--- src/rtl/mac_pkg.sv ---
// Shared definitions for the systolic MAC array: instruction codes, sequencer
// states and default array dimensions.
package mac_pkg;

  localparam int unsigned MAC_ROWS = 8;
  localparam int unsigned MAC_COLS = 8;

  localparam logic [1:0] INST_IDLE = 2'b00;
  localparam logic [1:0] INST_LOAD = 2'b01;
  localparam logic [1:0] INST_EXEC = 2'b10;

  typedef enum logic [2:0] {
    IDLE  = 3'd0,
    LOAD  = 3'd1,
    FLUSH = 3'd2,
    EXEC  = 3'd3,
    DRAIN = 3'd4,
    DONE  = 3'd5
  } ctrl_state_e;

  // Largest of three sizes, used to dimension shared counters.
  function automatic int unsigned max3(input int unsigned a, input int unsigned b,
                                       input int unsigned c);
    int unsigned m;
    m = (a > b) ? a : b;
    return (m > c) ? m : c;
  endfunction

endpackage

--- src/rtl/mac_ctrl_cnt.sv ---
// Loadable up-counter with enable, synchronous clear and a terminal-value compare.
module mac_ctrl_cnt #(
  parameter int unsigned W = 8
) (
  input  logic         clk,
  input  logic         rst_n,
  input  logic         clr,
  input  logic         en,
  input  logic         ld,
  input  logic [W-1:0] ld_val,
  input  logic [W-1:0] term,
  output logic [W-1:0] cnt,
  output logic         at_term_c
);

  // Clear has priority over load, load over increment.
  always_ff @(posedge clk or negedge rst_n) begin
    if (!rst_n) begin
      cnt <= '0;
    end else if (clr) begin
      cnt <= '0;
    end else if (ld) begin
      cnt <= ld_val;
    end else if (en) begin
      cnt <= cnt + W'(1);
    end
  end

  assign at_term_c = (cnt == term);

endmodule

--- src/rtl/mac_array_ctrl.sv ---
// Sequencer for the systolic MAC array: kernel load, flush, execute and drain
// per start command, with completion counted from bottom-row psum-valid pulses.
module mac_array_ctrl
  import mac_pkg::*;
#(
  parameter int unsigned row      = MAC_ROWS,
  parameter int unsigned col      = MAC_COLS,
  parameter int unsigned len_bw   = 8,
  parameter int unsigned drain_to = 64
) (
  input  logic              clk,
  input  logic              reset,
  input  logic              start,
  input  logic [len_bw-1:0] n_vec,
  input  logic              act_mode_in,
  input  logic              l0_empty,
  output logic              l0_rd,
  output logic [1:0]        inst_w,
  output logic              act_mode,
  input  logic [col-1:0]    array_valid,
  output logic              busy,
  output logic              done,
  output logic              err
);

  localparam int unsigned CNT_MAX = max3(col, row + col, 1 << len_bw);
  localparam int unsigned CW      = $clog2(CNT_MAX + 1);
  localparam int unsigned TW      = $clog2(drain_to + 1);
  localparam int unsigned VW      = len_bw + 1;

  ctrl_state_e       state, state_next;
  logic [len_bw-1:0] n_vec_q;
  logic [VW-1:0]     vcnt;

  logic          cnt_clr, cnt_en, cnt_at_term;
  logic [CW-1:0] cnt_term, cnt_q;
  logic          to_clr, to_en, to_at_term;
  logic [TW-1:0] to_q;

  logic [1:0] inst_w_d;
  logic       l0_rd_d;
  logic       accept;
  logic       err_set;
  logic       vld_tap;
  logic       unused_valid;

  // Only the last column of the bottom row marks a finished vector.
  assign vld_tap      = array_valid[col-1];
  assign unused_valid = ^array_valid;

  mac_ctrl_cnt #(.W(CW)) u_cnt (
    .clk       (clk),
    .rst_n     (reset),
    .clr       (cnt_clr),
    .en        (cnt_en),
    .ld        (1'b0),
    .ld_val    ('0),
    .term      (cnt_term),
    .cnt       (cnt_q),
    .at_term_c (cnt_at_term)
  );

  mac_ctrl_cnt #(.W(TW)) u_drain_to (
    .clk       (clk),
    .rst_n     (reset),
    .clr       (to_clr),
    .en        (to_en),
    .ld        (1'b0),
    .ld_val    ('0),
    .term      (TW'(drain_to - 1)),
    .cnt       (to_q),
    .at_term_c (to_at_term)
  );

  always_ff @(posedge clk or negedge reset) begin
    if (!reset) begin
      state <= IDLE;
    end else begin
      state <= state_next;
    end
  end

  // Next state plus the values the output registers take on the next edge.
  always_comb begin
    state_next = state;
    inst_w_d   = INST_IDLE;
    l0_rd_d    = 1'b0;
    cnt_clr    = 1'b0;
    cnt_en     = 1'b0;
    cnt_term   = '0;
    to_clr     = 1'b0;
    to_en      = 1'b0;
    accept     = 1'b0;
    err_set    = 1'b0;
    case (state)
      IDLE: begin
        if (start) begin
          accept     = 1'b1;
          cnt_clr    = 1'b1;
          to_clr     = 1'b1;
          state_next = LOAD;
        end
      end
      LOAD: begin
        cnt_term = CW'(col - 1);
        if (!l0_empty) begin
          inst_w_d = INST_LOAD;
          l0_rd_d  = 1'b1;
          if (cnt_at_term) begin
            cnt_clr    = 1'b1;
            state_next = FLUSH;
          end else begin
            cnt_en = 1'b1;
          end
        end
      end
      FLUSH: begin
        cnt_term = CW'(row + col - 1);
        if (cnt_at_term) begin
          cnt_clr    = 1'b1;
          state_next = (n_vec_q == '0) ? DONE : EXEC;
        end else begin
          cnt_en = 1'b1;
        end
      end
      EXEC: begin
        cnt_term = CW'(n_vec_q) - CW'(1);
        if (!l0_empty) begin
          inst_w_d = INST_EXEC;
          l0_rd_d  = 1'b1;
          if (cnt_at_term) begin
            cnt_clr    = 1'b1;
            to_clr     = 1'b1;
            state_next = DRAIN;
          end else begin
            cnt_en = 1'b1;
          end
        end
      end
      DRAIN: begin
        // Completion takes priority over a timeout in the same cycle.
        if (vcnt == {1'b0, n_vec_q}) begin
          state_next = DONE;
        end else if (to_at_term) begin
          err_set    = 1'b1;
          state_next = DONE;
        end else begin
          to_en = 1'b1;
        end
      end
      DONE: begin
        state_next = IDLE;
      end
      default: begin
        state_next = IDLE;
      end
    endcase
  end

  always_ff @(posedge clk or negedge reset) begin
    if (!reset) begin
      inst_w   <= INST_IDLE;
      l0_rd    <= 1'b0;
      busy     <= 1'b0;
      done     <= 1'b0;
      err      <= 1'b0;
      act_mode <= 1'b0;
      n_vec_q  <= '0;
    end else begin
      inst_w <= inst_w_d;
      l0_rd  <= l0_rd_d;
      busy   <= (state != IDLE);
      done   <= (state == DONE);
      if (accept) begin
        err      <= 1'b0;
        act_mode <= act_mode_in;
        n_vec_q  <= n_vec;
      end else if (err_set) begin
        err <= 1'b1;
      end
    end
  end

  // Output-vector counter; saturates so a runaway array cannot wrap it.
  always_ff @(posedge clk or negedge reset) begin
    if (!reset) begin
      vcnt <= '0;
    end else if (accept) begin
      vcnt <= '0;
    end else if ((state == EXEC || state == DRAIN) && vld_tap && (vcnt != '1)) begin
      vcnt <= vcnt + VW'(1);
    end
  end

endmodule

--- config.mk ---
export PLATFORM = sky130hd
export DESIGN_NAME = mac_array_ctrl
export DESIGN_NICKNAME = d
export VERILOG_FILES = /design/src/rtl/mac_pkg.sv /design/src/rtl/mac_ctrl_cnt.sv /design/src/rtl/mac_array_ctrl.sv
export SDC_FILE = /design/constraint.sdc
export NUM_CORES = 1
export LEC_CHECK = 0
export BUFFER_PORTS_ARGS = -buffer_cell sky130_fd_sc_hd__buf_2
export CAP_MARGIN = 20
export CORE_ASPECT_RATIO = 1.4
export CORE_MARGIN = 10
export CORE_UTILIZATION = 46
export CTS_CLUSTER_SIZE = 28
export DETAILED_ROUTE_END_ITERATION = 12
export PLACE_DENSITY = 0.72
export SKIP_CTS_REPAIR_TIMING = 1
export SLEW_MARGIN = 20
export SYNTH_ARGS = -nofsm -noshare
export SYNTH_HDL_FRONTEND = slang
export SYNTH_HIERARCHICAL = 1
export SYNTH_SLANG_ARGS = --single-unit
export TNS_END_PERCENT = 30
--- constraint.sdc ---
create_clock -name clk -period 3.3 [get_ports clk]
set_input_delay 0.33 -clock clk [delete_from_list [all_inputs] [get_ports clk]]
set_output_delay 0.33 -clock clk [all_outputs]
set_load 0.02 [all_outputs]
==> metrics <==
Comb pwr share=30.8%; post-route setup slack=0.423 ns; share of the synthesized area in the top cell type=39.7%; Top FF cell, synth=dfrtp_1; IO Port Bufs=20; Sw Pwr=about 550 uW; Synth Area per Inst=8.91 sq um; outcome=complete, no violations; first-pass GRT wire length=9470 microns; EDFF count, synth=0; FF-to-FF Start=n_vec_q[4]$_DFFE_PN0P_; Worst Clk Skew=0.00787 ns; relative slew slack=63.0%; die area=9400 sq um; most instantiated cells after synthesis=nand2_1 (48), dfrtp_1 (43), nor2_1 (32); crit path kind=reg -> reg; Max Cap Violations=0; Synth cell types=42; top cell type by total area after synthesis=dfrtp_1; clock tree buffer depth=2; Initial Util=46.9%; Max H-tree Level=2; Leak=approximately 1.3 nW; P per Cell Area=503 nW/um^2; Worst Tran Pin Value=0.550 ns; CP endpoint kind=flip-flop; maximum vdd ir drop=approximately 0.31 mV; min cycle time layout=2.88 ns; CTS tree=built; Critical Path RT=3.49 ns; number of global-route vias before repair=approximately 2100; critical path launch point type=flip-flop; Die Y=roughly 110 microns; initial drt markers=89; type of the most critical hold path=in -> async; WL final=5450 microns; Sink Count=43; WL per Instance=~13 microns; hpwl dp=4040 microns; final setup vio count=0; clock-pin slew on the worst setup and hold paths=0.08 ns; largest net degree at the start of global routing=44; Synth area leaders=dfrtp_1 (40%), xnor2_1 (7.4%), xor2_1 (6.8%), nand2_1 (6.7%), nor2_1 (4.4%); Fillers=560; most numerous cell in the Yosys netlist=nand2_1; drt first pass iters=4; share of cells above drive strength 1=~14%; vias per inst=~5.1; TritonCTS Buffers=5; Power Internal=998 uW; core footprint=5780 sq um; register bit total from synthesis=43; via count=between 2000 and 2500; drt drc=0; GRT overflow=0; Synth Warn #=6; Worst R2R End=u_cnt/cnt[6]$_DFFE_PN0P_; clock power share=21.9%; Final period util=87.2%; gpl congestion=0.813; initial antenna violation count=0; Synth async-reset ratio=100%; crit path max fanout=7; P&R area growth vs syn=13.9%; Antenna Nets Post-Route=0; R2R depth=12; clk root buf=clkbuf_8; All-Layer GR Usage=approximately an eighth; Post-Route Setup TNS=0 ns; cell count after synthesis=between 300 and 400; switching share of power=35.7%; max-slew violations=0; sequential area share after synthesis=39.7%; Clock Latency Late Sink=0.30 ns; Antenna diodes=0; fin nets=380; FF-to-FF setup slack=0.42 ns; total power=1.55 mW; Reg power frac=47.3%; Mapped Area=about 2700 sq um; RSZ-0062 raised after global routing=no; Die Width=between 80 and 90 microns; fmax=between 0.3 and 0.4 GHz; FP Rows=33; Final Hold Viols=0; crit path DAT=between 3 and 4 ns; pre-CTS setup slack=around 0.49 ns; IO Count=28
-- registers in the layout (all words and copies together), names as in the netlist --
register / count
state: 3
err: 1
busy: 1
u_cnt/cnt: 9
inst_w: 2
u_drain_to/cnt: 7
l0_rd: 1
act_mode: 1
done: 1
vcnt: 9
n_vec_q: 8
-- cell usage in the layout, fill, tap and decap left out, types with 2 or more instances in the layout --
cell type / Yosys / layout
a311oi_1: 5 / 5
mux2_2: 2 / 2
nor3_1: 4 / 4
a21oi_1: 11 / 11
ha_1: 5 / 5
a2111oi_4: 2 / 2
or3_1: 8 / 8
xnor2_1: 23 / 23
or2_2: 2 / 2
nand3_1: 4 / 4
a211oi_1: 10 / 10
o21ai_0: 11 / 11
nor2b_1: 3 / 3
nand4_1: 11 / 11
nand2b_1: 4 / 4
buf_2: 4 / 19
nand4_2: 2 / 2
inv_1: 8 / 8
mux2i_1: 2 / 2
nand2_1: 48 / 48
conb_1: 2 / 31
nor2_1: 32 / 32
nor2_2: 2 / 2
nand3b_1: 4 / 4
clkbuf_8: 0 / 6
a31oi_1: 4 / 4
dfrtp_1: 43 / 43
buf_4: 0 / 10
nor4_1: 2 / 2
o211ai_1: 3 / 3
a2111oi_2: 2 / 2
xor2_1: 21 / 21
-- stage by stage --
stage	hold slack, ns	instances	util (%)	area (sq um)
6_report	0.00478	424	53.4	3090
5_1_grt	0.0633	424	53.4	3090
4_1_cts	0.205	424	53.4	3080
3_5_place_dp	0.458	417	51.8	3000
3_3_place_gp	0.456	417	51.8	3000
2_1_floorplan	0.0344	333	-	2820
-- power by group through the flow --
stage               combinational (mW)  sequential, mW  clock [mW]
floorplan                        0.402           0.709           0
global placement                 0.465           0.739           0
detailed placement               0.481           0.744           0
CTS                              0.483           0.734       0.354
global route                     0.545           0.750       0.371
finish                           0.478           0.733       0.340
-- how the worst max path moves through the flow --
| stage | end | start | cells past startpoint |
|---|---|---|---|
| 6_report | u_cnt/cnt[6]$_DFFE_PN0P_ | n_vec_q[4]$_DFFE_PN0P_ | 12 |
| 5_1_grt | u_cnt/cnt[6]$_DFFE_PN0P_ | n_vec_q[4]$_DFFE_PN0P_ | 12 |
| 3_5_place_dp | u_cnt/cnt[6]$_DFFE_PN0P_ | n_vec_q[4]$_DFFE_PN0P_ | 12 |
| 2_1_floorplan | u_cnt/cnt[5]$_DFFE_PN0P_ | n_vec_q[2]$_DFFE_PN0P_ | 13 |
| 4_1_cts | u_cnt/cnt[6]$_DFFE_PN0P_ | n_vec_q[4]$_DFFE_PN0P_ | 12 |
| 3_3_place_gp | u_cnt/cnt[6]$_DFFE_PN0P_ | n_vec_q[4]$_DFFE_PN0P_ | 12 |
-- layout make-up --
type	count	area (sq um)	area share [%]
inverters	8	30.0	0.973
clock buffers	6	82.6	2.68
repair buffers	29	170	5.51
clock inverters	1	5.00	0.162
multi-input cells	267	1640	53.0
flip-flops and latches	43	1080	34.9
well taps	70	87.6	2.84
-- cells by family after synthesis --
kind of cell / Yosys count / synth area share [%]
muxes: 4 / 1.57
DFF: 43 / 39.7
adders and majority gates: 5 / 2.31
buffers and inverters: 23 / 3.93
and+or+nand+nor: 132 / 23.7
other: 2 / 0.277
xor gates and xnor gates: 44 / 14.2
AOI/OAI and AO/OA: 51 / 14.2
-- per-layer routing --
metal  global-route usage (%)  up-vias  wire length, microns
met5                        0        -                     0
met4                     5.07        0                    84
met3                     2.57        6                   183
met2                     20.4       31                  2820
met1                     13.3     1027                  2370
li1                         -     1117                     -
-- critical path, stage by stage, from the launching register on --
cell      delay, ns
dfrtp_1        0.45
nor3_1         0.39
nand3_1        0.16
xor2_1         0.17
nor2_1         0.15
xnor2_1        0.09
nand4_1        0.08
nor4_1         0.06
a211oi_1       0.29
buf_4          0.21
nand2_1        0.09
or3_1          0.35
a311oi_1       0.28
Note: power is estimated with default switching activity, not from simulation.
